$ cat src/rtl/lexicase_selector.sv
// Lexicase parent selector. It buffers one population of per-case hit strings,
// filters survivors one case per cycle in a rotated order, then reports the lowest surviving index.
module lexicase_selector #(
    parameter  int POP_SIZE = 8,
    parameter  int CASES    = 16,
    localparam int IDX_W    = $clog2(POP_SIZE),
    localparam int OFF_W    = $clog2(CASES)
) (
    input  logic             clk,
    input  logic             rst,
    input  logic             in_valid,
    output logic             in_ready,
    input  logic [CASES-1:0] in_hits,
    output logic             pop_full,
    input  logic             clear,
    input  logic             start,
    input  logic [OFF_W-1:0] start_offset,
    output logic             busy,
    output logic             sel_valid,
    output logic [IDX_W-1:0] sel_idx
);

    // state  | meaning
    // LOAD   | accept hit strings; with pop_full set this is the idle state
    // FILTER | evaluate one test case per cycle against the survivors
    // DONE   | one-cycle pulse that presents the selected index
    localparam logic [1:0] ST_LOAD   = 2'd0;
    localparam logic [1:0] ST_FILTER = 2'd1;
    localparam logic [1:0] ST_DONE   = 2'd2;

    localparam logic [POP_SIZE-1:0] SURV_ALL  = '1;
    localparam logic [POP_SIZE-1:0] SURV_ONE  = POP_SIZE'(1);
    localparam logic [IDX_W:0]      PTR_FULL  = (IDX_W+1)'(POP_SIZE);
    localparam logic [OFF_W:0]      K_LAST    = (OFF_W+1)'(CASES);
    localparam logic [OFF_W-1:0]    CASE_LAST = OFF_W'(CASES - 1);

    logic [1:0]          state_q, state_d;
    logic [IDX_W:0]      wr_ptr_q, wr_ptr_d;
    logic                pop_full_q, pop_full_d;
    logic [POP_SIZE-1:0] survivors_q, survivors_d;
    logic [OFF_W:0]      k_q, k_d;
    logic [OFF_W-1:0]    cur_q, cur_d;
    logic [IDX_W-1:0]    sel_idx_q, sel_idx_d;
    logic [CASES-1:0]    mem_q [POP_SIZE];

    logic                wr_en;
    logic [OFF_W-1:0]    bit_sel;
    logic [POP_SIZE-1:0] col;
    logic [POP_SIZE-1:0] surv_nx;
    logic                surv_single;
    logic [OFF_W:0]      k_nx;
    logic [IDX_W-1:0]    lo_idx;

    assign in_ready  = (state_q == ST_LOAD) && !pop_full_q;
    assign pop_full  = pop_full_q;
    assign busy      = (state_q == ST_FILTER);
    assign sel_valid = (state_q == ST_DONE);
    assign sel_idx   = sel_idx_q;

    // Bit CASES-1 of a hit string holds case 0.
    assign bit_sel = CASE_LAST - cur_q;

    always_comb begin
        col = '0;
        for (int i = 0; i < POP_SIZE; i++) begin
            col[i] = survivors_q[i] & mem_q[i][bit_sel];
        end
    end

    // A case that nobody passes leaves the survivor set untouched, so it never empties.
    assign surv_nx     = (col != '0) ? col : survivors_q;
    assign surv_single = ((surv_nx & (surv_nx - SURV_ONE)) == '0);
    assign k_nx        = k_q + (OFF_W+1)'(1);

    always_comb begin
        lo_idx = '0;
        for (int i = POP_SIZE - 1; i >= 0; i--) begin
            if (surv_nx[i]) begin
                lo_idx = IDX_W'(i);
            end
        end
    end

    always_comb begin
        state_d     = state_q;
        wr_ptr_d    = wr_ptr_q;
        pop_full_d  = pop_full_q;
        survivors_d = survivors_q;
        k_d         = k_q;
        cur_d       = cur_q;
        sel_idx_d   = sel_idx_q;
        wr_en       = 1'b0;

        case (state_q)
            ST_LOAD: begin
                if (clear) begin
                    wr_ptr_d   = '0;
                    pop_full_d = 1'b0;
                end else begin
                    if (start && pop_full_q) begin
                        state_d     = ST_FILTER;
                        cur_d       = start_offset;
                        survivors_d = SURV_ALL;
                        k_d         = '0;
                    end
                    if (in_valid && !pop_full_q) begin
                        wr_en      = 1'b1;
                        wr_ptr_d   = wr_ptr_q + (IDX_W+1)'(1);
                        pop_full_d = (wr_ptr_d == PTR_FULL);
                    end
                end
            end
            ST_FILTER: begin
                survivors_d = surv_nx;
                k_d         = k_nx;
                cur_d       = (cur_q == CASE_LAST) ? '0 : cur_q + OFF_W'(1);
                if (surv_single || (k_nx == K_LAST)) begin
                    state_d   = ST_DONE;
                    sel_idx_d = lo_idx;
                end
            end
            ST_DONE: begin
                state_d = ST_LOAD;
            end
            default: begin
                state_d = ST_LOAD;
            end
        endcase
    end

    always_ff @(posedge clk) begin
        if (!rst) begin
            state_q     <= ST_LOAD;
            wr_ptr_q    <= '0;
            pop_full_q  <= 1'b0;
            survivors_q <= SURV_ALL;
            k_q         <= '0;
            cur_q       <= '0;
            sel_idx_q   <= '0;
        end else begin
            state_q     <= state_d;
            wr_ptr_q    <= wr_ptr_d;
            pop_full_q  <= pop_full_d;
            survivors_q <= survivors_d;
            k_q         <= k_d;
            cur_q       <= cur_d;
            sel_idx_q   <= sel_idx_d;
        end
    end

    // Buffer contents need no reset; pop_full gates whether they are meaningful.
    always_ff @(posedge clk) begin
        if (wr_en) begin
            mem_q[wr_ptr_q[IDX_W-1:0]] <= in_hits;
        end
    end

endmodule

$ cat config.mk
export PLATFORM = sky130hd
export DESIGN_NAME = lexicase_selector
export DESIGN_NICKNAME = d
export VERILOG_FILES = /design/src/rtl/lexicase_selector.sv
export SDC_FILE = /design/constraint.sdc
export NUM_CORES = 1
export LEC_CHECK = 0
export ABC_AREA = 1
export CORE_ASPECT_RATIO = 0.9
export CORE_MARGIN = 8
export CORE_UTILIZATION = 40
export CTS_BUF_LIST = sky130_fd_sc_hd__clkbuf_8
export CTS_CLUSTER_SIZE = 25
export DETAILED_ROUTE_END_ITERATION = 8
export GPL_TIMING_DRIVEN = 1
export PLACE_DENSITY = 0.62
export SYNTH_ARGS = -nofsm -noshare
export SYNTH_HDL_FRONTEND = slang
export SYNTH_SLANG_ARGS = --single-unit
$ cat constraint.sdc
create_clock -name clk -period 8.3 [get_ports clk]
set_input_delay 1.245 -clock clk [delete_from_list [all_inputs] [get_ports clk]]
set_output_delay 1.245 -clock clk [all_outputs]
set_load 0.05 [all_outputs]
==> Word level (Yosys, flattened, before mapping) <==
Memory sizes are Yosys's and may differ from the RTL's.
Index checks and enable logic that the tools add are counted.
{ "totals": {"regBits": 27, "latch_bits": 0, "mem_bits_rw": 128, "romBits": 0, "input_bits": 25, "wordCells": 93, "mem_count": 1} }
{ "classes": {"n_addsub": 5, "mul": 0, "div": 0, "order_cmp": 1, "n_eq_ne": 8, "shift": 0, "mux": 48, "bitwise_logic": 9, "n_reduce_logical": 14} }
{ "mem_list": {"columns": ["memory", "depth", "word_bits", "rd", "rd_ports_with_merged_regs", "wr", "line", "rtl"], "rows": [
  ["mem_q", 8, 16, 8, 0, 1, "44", "logic [CASES-1:0] mem_q [POP_SIZE];"]
]} }
{ "op_table": {"columns": ["operator", "count"], "rows": [
  ["1-bit binary-select mux with 4-bit select", 8],
  ["3-bit two-way mux", 8],
  ["8-bit two-way mux", 3],
  ["4-bit two-way mux", 5],
  ["8-bit case mux with 2 select lines", 1],
  ["1-bit two-way mux", 15],
  ["5-bit two-way mux", 2],
  ["5-bit case mux with 2 select lines", 1],
  ["4-bit by 1-bit adder with 4-bit output (second input constant)", 2],
  ["1-bit AND", 8],
  ["8-bit AND", 1],
  ["4-bit == test (second input constant)", 2],
  ["8-bit logical NOT", 1],
  ["4-bit case mux with 2 select lines", 1],
  ["8-bit nonzero test", 1],
  ["8-bit by 1-bit subtractor with 8-bit output (second input constant)", 1],
  ["2-bit two-way mux", 3],
  ["3-bit AND reduction", 2],
  ["5-bit by 1-bit adder with 5-bit output (second input constant)", 1],
  ["5-bit == test (second input constant)", 1],
  ["4-bit by 5-bit < comparator with 1-bit output (second input constant)", 1],
  ["2-bit by 1-bit inequality test with 1-bit output (second input constant)", 2],
  ["2-bit case mux with 2 select lines", 1],
  ["2-bit AND reduction", 2],
  ["other kinds (9)", 12]
]} }

==> Logic depth before layout (Yosys ltp) <==
Gate-level depths: netlist (run 1).
{ "logic_depth": {"ltp_word": 14, "ltp_mapped": 25} }

==> Worst setup path after synthesis (run 1) <==
Ideal clock, no wire load.
{ "synth_path": {"path_type": "register to register", "start": "register pop_full_q (netlist: pop_full)", "end": "memory mem_q[1][0] (enable)", "arrival_time_ns": 3.238, "required_time_ns": 7.869, "setup_slack_ns": 4.631, "path_stages_with_launch": 4, "path_buffers": 0, "cell_sequence": "dfxtp_1 nor2_1 nand3_1 nor4_1"} }
{ "synth_via": {"elab_chain_len": 7} }
{ "synth_rtl": {"columns": ["item", "line", "rtl"], "rows": [
  ["start, declared", "39", "logic pop_full_q, pop_full_d;"],
  ["start signal, assigned", "143", "pop_full_q <= pop_full_d;"],
  ["1-bit logical NOT", "106", "if (in_valid && !pop_full_q) begin"],
  ["1-bit logical AND", "106", null],
  ["1-bit two-way mux", "106", null],
  ["1-bit two-way mux", "96", "if (clear) begin"],
  ["1-bit two-way mux", "94", "case (state_q)"],
  ["1-bit two-way mux", "153", "if (wr_en) begin"],
  ["1-bit two-way mux (implied by the code)", "154", "mem_q[wr_ptr_q[IDX_W-1:0]] <= in_hits;"],
  ["end, declared", "44", null]
]} }
Every way passes these cells.

==> Final worst setup path (run 1) <==
{ "layout_path": {"start": "register state_q[0]", "end": "output port in_ready"} }
{ "layout_via": {"elab_chain_len": 2} }
{ "layout_rtl": {"columns": ["item", "line", "rtl"], "rows": [
  ["start, declared", "37", "logic [1:0] state_q, state_d;"],
  ["start signal, assigned", "141", "state_q <= state_d;"],
  ["2-bit logical NOT", "54", "assign in_ready = (state_q == ST_LOAD) && !pop_full_q;"],
  ["1-bit logical AND", "54", null],
  ["end, declared", "12", "output logic in_ready,"]
]} }
Every way passes these cells.

==> summary.txt, run 1 <==
Critical path
  – WP data required: 7050 ps
  – Critical R2R Launch: cur_q[0]
  – Crit Path Class: register to primary output
  – Reg-to-reg slack, setup: 5060 ps
  – Worst reg-to-reg path cell count: 23
  – Max stage delay cell, worst path: clkdlybuf4s50_1
  – Worst Path Max Fanout: 4
  – Worst path cell trace: nor2_1, inv_1, nor2_1, clkdlybuf4s50_1
  – Critical path launch point type: register
  – Reg-to-reg critical path endpoint: sel_idx[2]
  – Critical path arrival: 2080 ps
  – Most frequent CP cell: nor2_1
  – Max incr delay on CP: 840 ps
  – CP endpoint kind: primary output

Placed design
  – Placed cells: 956
  – Placer Congestion: 0.817
  – Port bufs: 31
  – Hpwl dp: 9.85 mm

Pwr
  – Seq pwr share: 58.3%
  – P per Cell Area: 186 nW/um^2
  – Tot Pwr: 1.45 mW
  – Cell internal pwr: 1.13 mW
  – Net load switching power: 322 uW
  – P_leak: 3.20 nW
  – Switching share of power: 22.1%
  – Worst vdd ir: 130 uV
  – Comb pwr share: 2.4%
  – Clock share of power: 39.3%

STA
  – Final Setup Violations: 0
  – Tmin final: 3320 ps
  – Final hold slack: 465 ps
  – Final worst path period share: 40.0%
  – Slew Limit Fails: 0
  – Layout Skew: 17.2 ps
  – RSZ-0062 raised after global routing: false
  – Total Negative Setup Slacks: 0 ps
  – Headroom to the max-slew limit: 23.1%
  – Final Hold Viols: 0
  – Worst Max-Slew Pin Slew: 1150 ps
  – F_max: 0.301 GHz

Global routing
  – Total grt overflow: 0
  – Initial antenna violation count: 0
  – Global Route Usage Sum: 15.2%
  – First-pass GRT wire length: 25.6 mm
  – GRT met1 Usage: 21.1%
  – Largest net degree at the start of global routing: 67
  – Number of global-route vias before repair: 4724
  – Grt met3 use: 3.97%
  – Gr busiest metal: met2
  – Met2 Usage GRT: 22.9%

CTS
  – Setup Fix Bufs, Post-CTS: 0
  – Post_cts resized: 0
  – Longest Clk Path Bufs: 2
  – CTS tree: yes
  – Clock sinks: 155
  – Worst skew pair latency: 450 ps
  – H-tree levels: 4
  – Num CTS Buffers: 17
  – Clock Tree Root: clkbuf_8
  – Hold_buf cts: 0
  – CTS clk-pin slew, worst paths: 90 ps

Outcome
  – Status: complete, no violations

Cells and area
  – Diodes inserted: 0
  – Post-route insts no fill: 988
  – Post-Route Utilization: 46.3%
  – Layout area overhead: 13.2%
  – Fill count: 1625
  – NumNets Final: 793
  – Layout cells sized above 1: 7.08%

Routing
  – Wire per inst: 16.1 um
  – Post-route ant nets: 0
  – Pre-antenna DRT Iters: 7
  – DRC errors left: 0
  – Via density: 4.95
  – Drt first-iter violations: 333
  – Total Routed Length: 15.9 mm
  – Via count: 4895

Synth
  – Mapped Nets: 760
  – Synth cell types: 29
  – Top FF cell, synth: edfxtp_1
  – FF+latch count, synth: 155
  – Asr flop ratio synth: 0%
  – Syn_area_per_cell: 9.44 um^2
  – YS warnings: 0
  – Cell count after synthesis: 731
  – Post-synth EDFFs: 128
  – Register area share after synthesis: 63.5%
  – Synth Cell Area: 6900 um^2

Worst hold path
  – Hold Path Class: register to register
  – WHS Path Cells: 2
  – Hold-critical path endpoint: sel_idx[1]
  – Hold Startpoint: sel_idx[1]

Die
  – Initial Utilization: 40.9%
  – Die area: 21700 um^2
  – Die width: 154 um
  – # IOs: 32
  – Core area: 16900 um^2
  – Cell Rows: 45
  – Die Height: 141 um

Flow run
  – Max-cap violations: 0
[cells in the final DEF, fill, tap and decap left out, types with 3 or more instances in the layout]
master           Yosys  final
nand2_1            264    264
clkinv_1             2      4
nand3_1             71     71
ha_1                 4      4
clkbuf_8             0     17
nor2_1              46     46
a21oi_1             21     21
inv_1               83     83
clkdlybuf4s50_1      0     31
buf_4                4     12
clkinv_4             0      3
o21ai_1             14     14
inv_6                0      3
nor3_2               0      3
o21ai_0             13     13
xor2_1               3      3
o211ai_1             6      6
edfxtp_1           128    128
dfxtp_1             27     26
[layout make-up]
class	instances	area [um^2]	area share, %
Sequential cell	155	4390	56.1
Multi-Input combinational cell	460	2040	26.1
Timing Repair Buffer	43	400	5.12
Inverter	87	327	4.18
Tap cell	211	264	3.38
Clock buffer	17	234	2.99
Clock inverter	15	163	2.08
[per-stage QoR]
stage          setup slack, ps  area, um^2
2_1_floorplan             4630        6900
3_3_place_gp              5110        7420
3_5_place_dp              5070        7420
4_1_cts                   4940        7810
5_1_grt                   4580        7810
6_report                  4980        7810
[critical path: cells and delay by family, from the launching register on]
family                 cells  cell delay [ps]
buffers and inverters      2              920
DFF                        1              350
and+or+nand+nor            2              350
[cell families (layout without fill, tap and decap cells)]
logic type / Yosys count / count (layout) / share of synthesized area [%]
adder cells (fa/ha/maj): 4 / 4 / 0.725
XOR/XNOR: 5 / 5 / 0.635
buffers and inverters: 116 / 162 / 7.34
AND/OR/NAND/NOR: 392 / 392 / 23.1
AO/OA/AOI/OAI: 59 / 59 / 4.69
flip-flops: 155 / 155 / 63.5
[sequential cells by signal, indices dropped and copies added (netlist names)]
name and flops:
state_q 2, sel_idx 3, pop_full 1, survivors_q 8, cur_q 4, wr_ptr_q 4
k_q 5, mem_q 128
[cells in the mapped netlist (2+ instances only)]
master    number  area, um^2
a21oi_1       21         105
a221oi_1       2        17.5
buf_2          9        45.0
buf_4          4        30.0
buf_6          6        67.6
clkbuf_1      10        37.5
clkinv_1       2        7.51
dfxtp_1       27         541
edfxtp_1     128        3840
ha_1           4        50.1
inv_1         83         312
inv_2          2        7.51
nand2_1      264         991
nand2_2        2        12.5
nand3_1       71         355
nor2_1        46         173
nor2_4         2        22.5
nor3_1         3        15.0
nor4_1         2        12.5
o211ai_1       6        45.0
o21ai_0       13        65.1
o21ai_1       14        70.1
xnor2_1        2        17.5
xor2_1         3        26.3
[power groups by stage]
stage               combinational, mW  sequential (mW)  clock [mW]
floorplan                     0.00945            0.865           0
global placement               0.0356            0.865           0
detailed placement             0.0360            0.865           0
CTS                            0.0361            0.847       0.583
global route                   0.0389            0.848       0.613
finish                         0.0353            0.847       0.570
[worst max-delay path by stage]
stage	start	endpoint	slack [ps]	cells past startpoint
2_1_floorplan	pop_full	mem_q[1][0]	4630	3
5_1_grt	cur_q[0]	sel_idx[0]	4580	24
4_1_cts	state_q[0]	in_ready	4940	4
6_report	state_q[0]	in_ready	4980	4
3_3_place_gp	cur_q[0]	sel_idx[1]	5110	23
3_5_place_dp	cur_q[0]	sel_idx[2]	5070	23
[per-layer routing]
metal,routed length (um),part of all wire (%)
met1,7730,49
met2,7060,44
met3,873,5.5
met4,262,1.6
met5,0,0
Power figures use the tool's default switching activity.
==> run 2: changes to the inputs <==
- clock period: 8.3 -> 3.4 ns (I/O delays scaled with it)
==> summary.txt, run 2 (synthesized netlist as in run 1, its figures left out) <==
STA
  – Slew Limit Fails: 0
  – Headroom to the max-slew limit: 62.1%
  – Final Setup Violations: 0
  – Worst Max-Slew Pin Slew: 567 ps
  – Final worst setup slack: 616 ps
  – Final Hold Viols: 0
  – Tmin final: 2780 ps
  – F_max: 0.359 GHz
  – Layout Skew: 12.4 ps
  – RSZ-0062 raised after global routing: false
  – Final worst path period share: 81.9%

Placed design
  – Post-Place Worst Slack: 658 ps
  – Hpwl dp: 10.3 mm
  – Placer Congestion: 0.911
  – Port bufs: 31

Pwr
  – Worst vdd ir: 259 uV
  – Tot Pwr: 3.63 mW
  – Seq pwr share: 57.0%
  – Comb pwr share: 2.3%
  – Clock share of power: 40.7%
  – Net load switching power: 792 uW
  – P per Cell Area: 461 nW/um^2
  – P_leak: 3.24 nW
  – Switching share of power: 21.8%
  – Cell internal pwr: 2.84 mW

Die
  – Die area: 21700 um^2
  – Core area: 16900 um^2
  – # IOs: 32
  – Initial Utilization: 40.9%
  – Die Height: 141 um
  – Cell Rows: 45
  – Die width: 154 um

Cells and area
  – Register area: 4390 um^2
  – Commonest non-fill, non-tap cells in the layout: nand2_1 (264), edfxtp_1 (128), inv_1 (84)
  – Layout cells sized above 1: 7.67%
  – Post-Route Utilization: 46.6%
  – Fill count: 1599
  – Layout area overhead: 14.1%
  – Most common cell after layout, fill and taps aside: nand2_1
  – Diodes inserted: 0
  – Max reg flops: 128
  – NumNets Final: 798
  – Multi-input logic area: 2040 um^2

Critical path
  – Worst Path Max Fanout: 26
  – CP endpoint kind: register
  – Critical path launch point type: register
  – Worst setup path startpoint: cur_q[1]
  – Critical path arrival: 3140 ps
  – WP data required: 3760 ps
  – Crit Path Class: register to register
  – Reg-to-reg slack, setup: 620 ps
  – Worst reg-to-reg path cell count: 19
  – Critical R2R Launch: cur_q[1]
  – Reg-to-reg critical path endpoint: state_q[0]

Worst hold path
  – WHS Path Cells: 2
  – Hold-critical path endpoint: sel_idx[2]
  – Hold Path Class: register to register
  – Hold Startpoint: sel_idx[2]

CTS
  – Setup Fix Bufs, Post-CTS: 0
  – H-tree levels: 4
  – Clock sinks: 155
  – Worst skew pair latency: 460 ps
  – CTS tree: yes
  – Longest Clk Path Bufs: 2
  – CTS clk-pin slew, worst paths: 90 ps
  – Hold_buf cts: 0
  – Clock Tree Root: clkbuf_8
  – Num CTS Buffers: 17
  – Post_cts resized: 0

Routing
  – Post-route ant nets: 0
  – Via count: 4920
  – Total Routed Length: 16.0 mm
  – Wire per inst: 16.1 um
  – Via density: 4.95
  – Pre-antenna DRT Iters: 5
  – Drt first-iter violations: 500
  – DRC errors left: 0

Outcome
  – Status: complete, no violations

Global routing
  – Initial antenna violation count: 0
  – Total grt overflow: 0
  – First-pass GRT wire length: 25.6 mm
  – Number of global-route vias before repair: 4660
  – Global Route Usage Sum: 15.3%
  – Largest net degree at the start of global routing: 35

Flow run
  – Max-cap violations: 0
-- run 2: per-layer routing --
layer	wire, um	global-route usage [%]	vias up
li1	-	-	2455
met1	7640	21.2	2303
met2	7100	22.9	143
met3	999	4.28	19
met4	267	4.59	0
met5	0	0	-
-- run 2: power by group through the flow --
stage               clock [mW]  sequential [mW]  combinational [mW]
finish                    1.48             2.07              0.0850
global route              1.58             2.07              0.0935
CTS                       1.51             2.07              0.0858
detailed placement           0             2.11              0.0855
global placement             0             2.11              0.0850
floorplan                    0             2.11              0.0235
-- run 2: stage by stage --
stage | TNS [ps] | cells | instance area [um^2] | hold slack (ps)
2_1_floorplan | -8610 | 731 | 6910 | 441
4_1_cts | 0 | 993 | 7880 | 470
6_report | 0 | 993 | 7880 | 464
5_1_grt | 0 | 993 | 7880 | 479
3_3_place_gp | 0 | 961 | 7450 | 452
3_5_place_dp | 0 | 961 | 7450 | 455
-- run 2: layout make-up --
type / instances / share of cell area, %
multi-input cells: 460 / 25.9
clock buffers: 17 / 2.97
flip-flops and latches: 155 / 55.7
clock inverters: 15 / 2.38
repair buffers: 48 / 5.56
well taps: 211 / 3.35
inverters: 87 / 4.15
-- run 2: worst max-delay path by stage --
stage,depth (start not counted),slack [ps],to
5_1_grt,20,220,sel_idx[2]
2_1_floorplan,3,-270,mem_q[1][0]
3_5_place_dp,19,660,state_q[0]
3_3_place_gp,18,700,state_q[0]
6_report,19,620,state_q[0]
4_1_cts,19,640,state_q[0]
-- run 2: worst max-delay path: stages (launching register included) --
cell     delay (ps)
dfxtp_1         340
inv_2           370
o21ai_0         200
o21ai_1         180
nand2_1          70
nand2_1          70
inv_1            40
nand2_1          90
nand2_1          80
nand2_1         100
nor2_4           60
nand3_1         100
nand2_1          80
nor2_1          180
nand2_1         120
a21oi_1         150
nand3_1         100
nand2_2         110
nor2_1           50
o21a_1          170
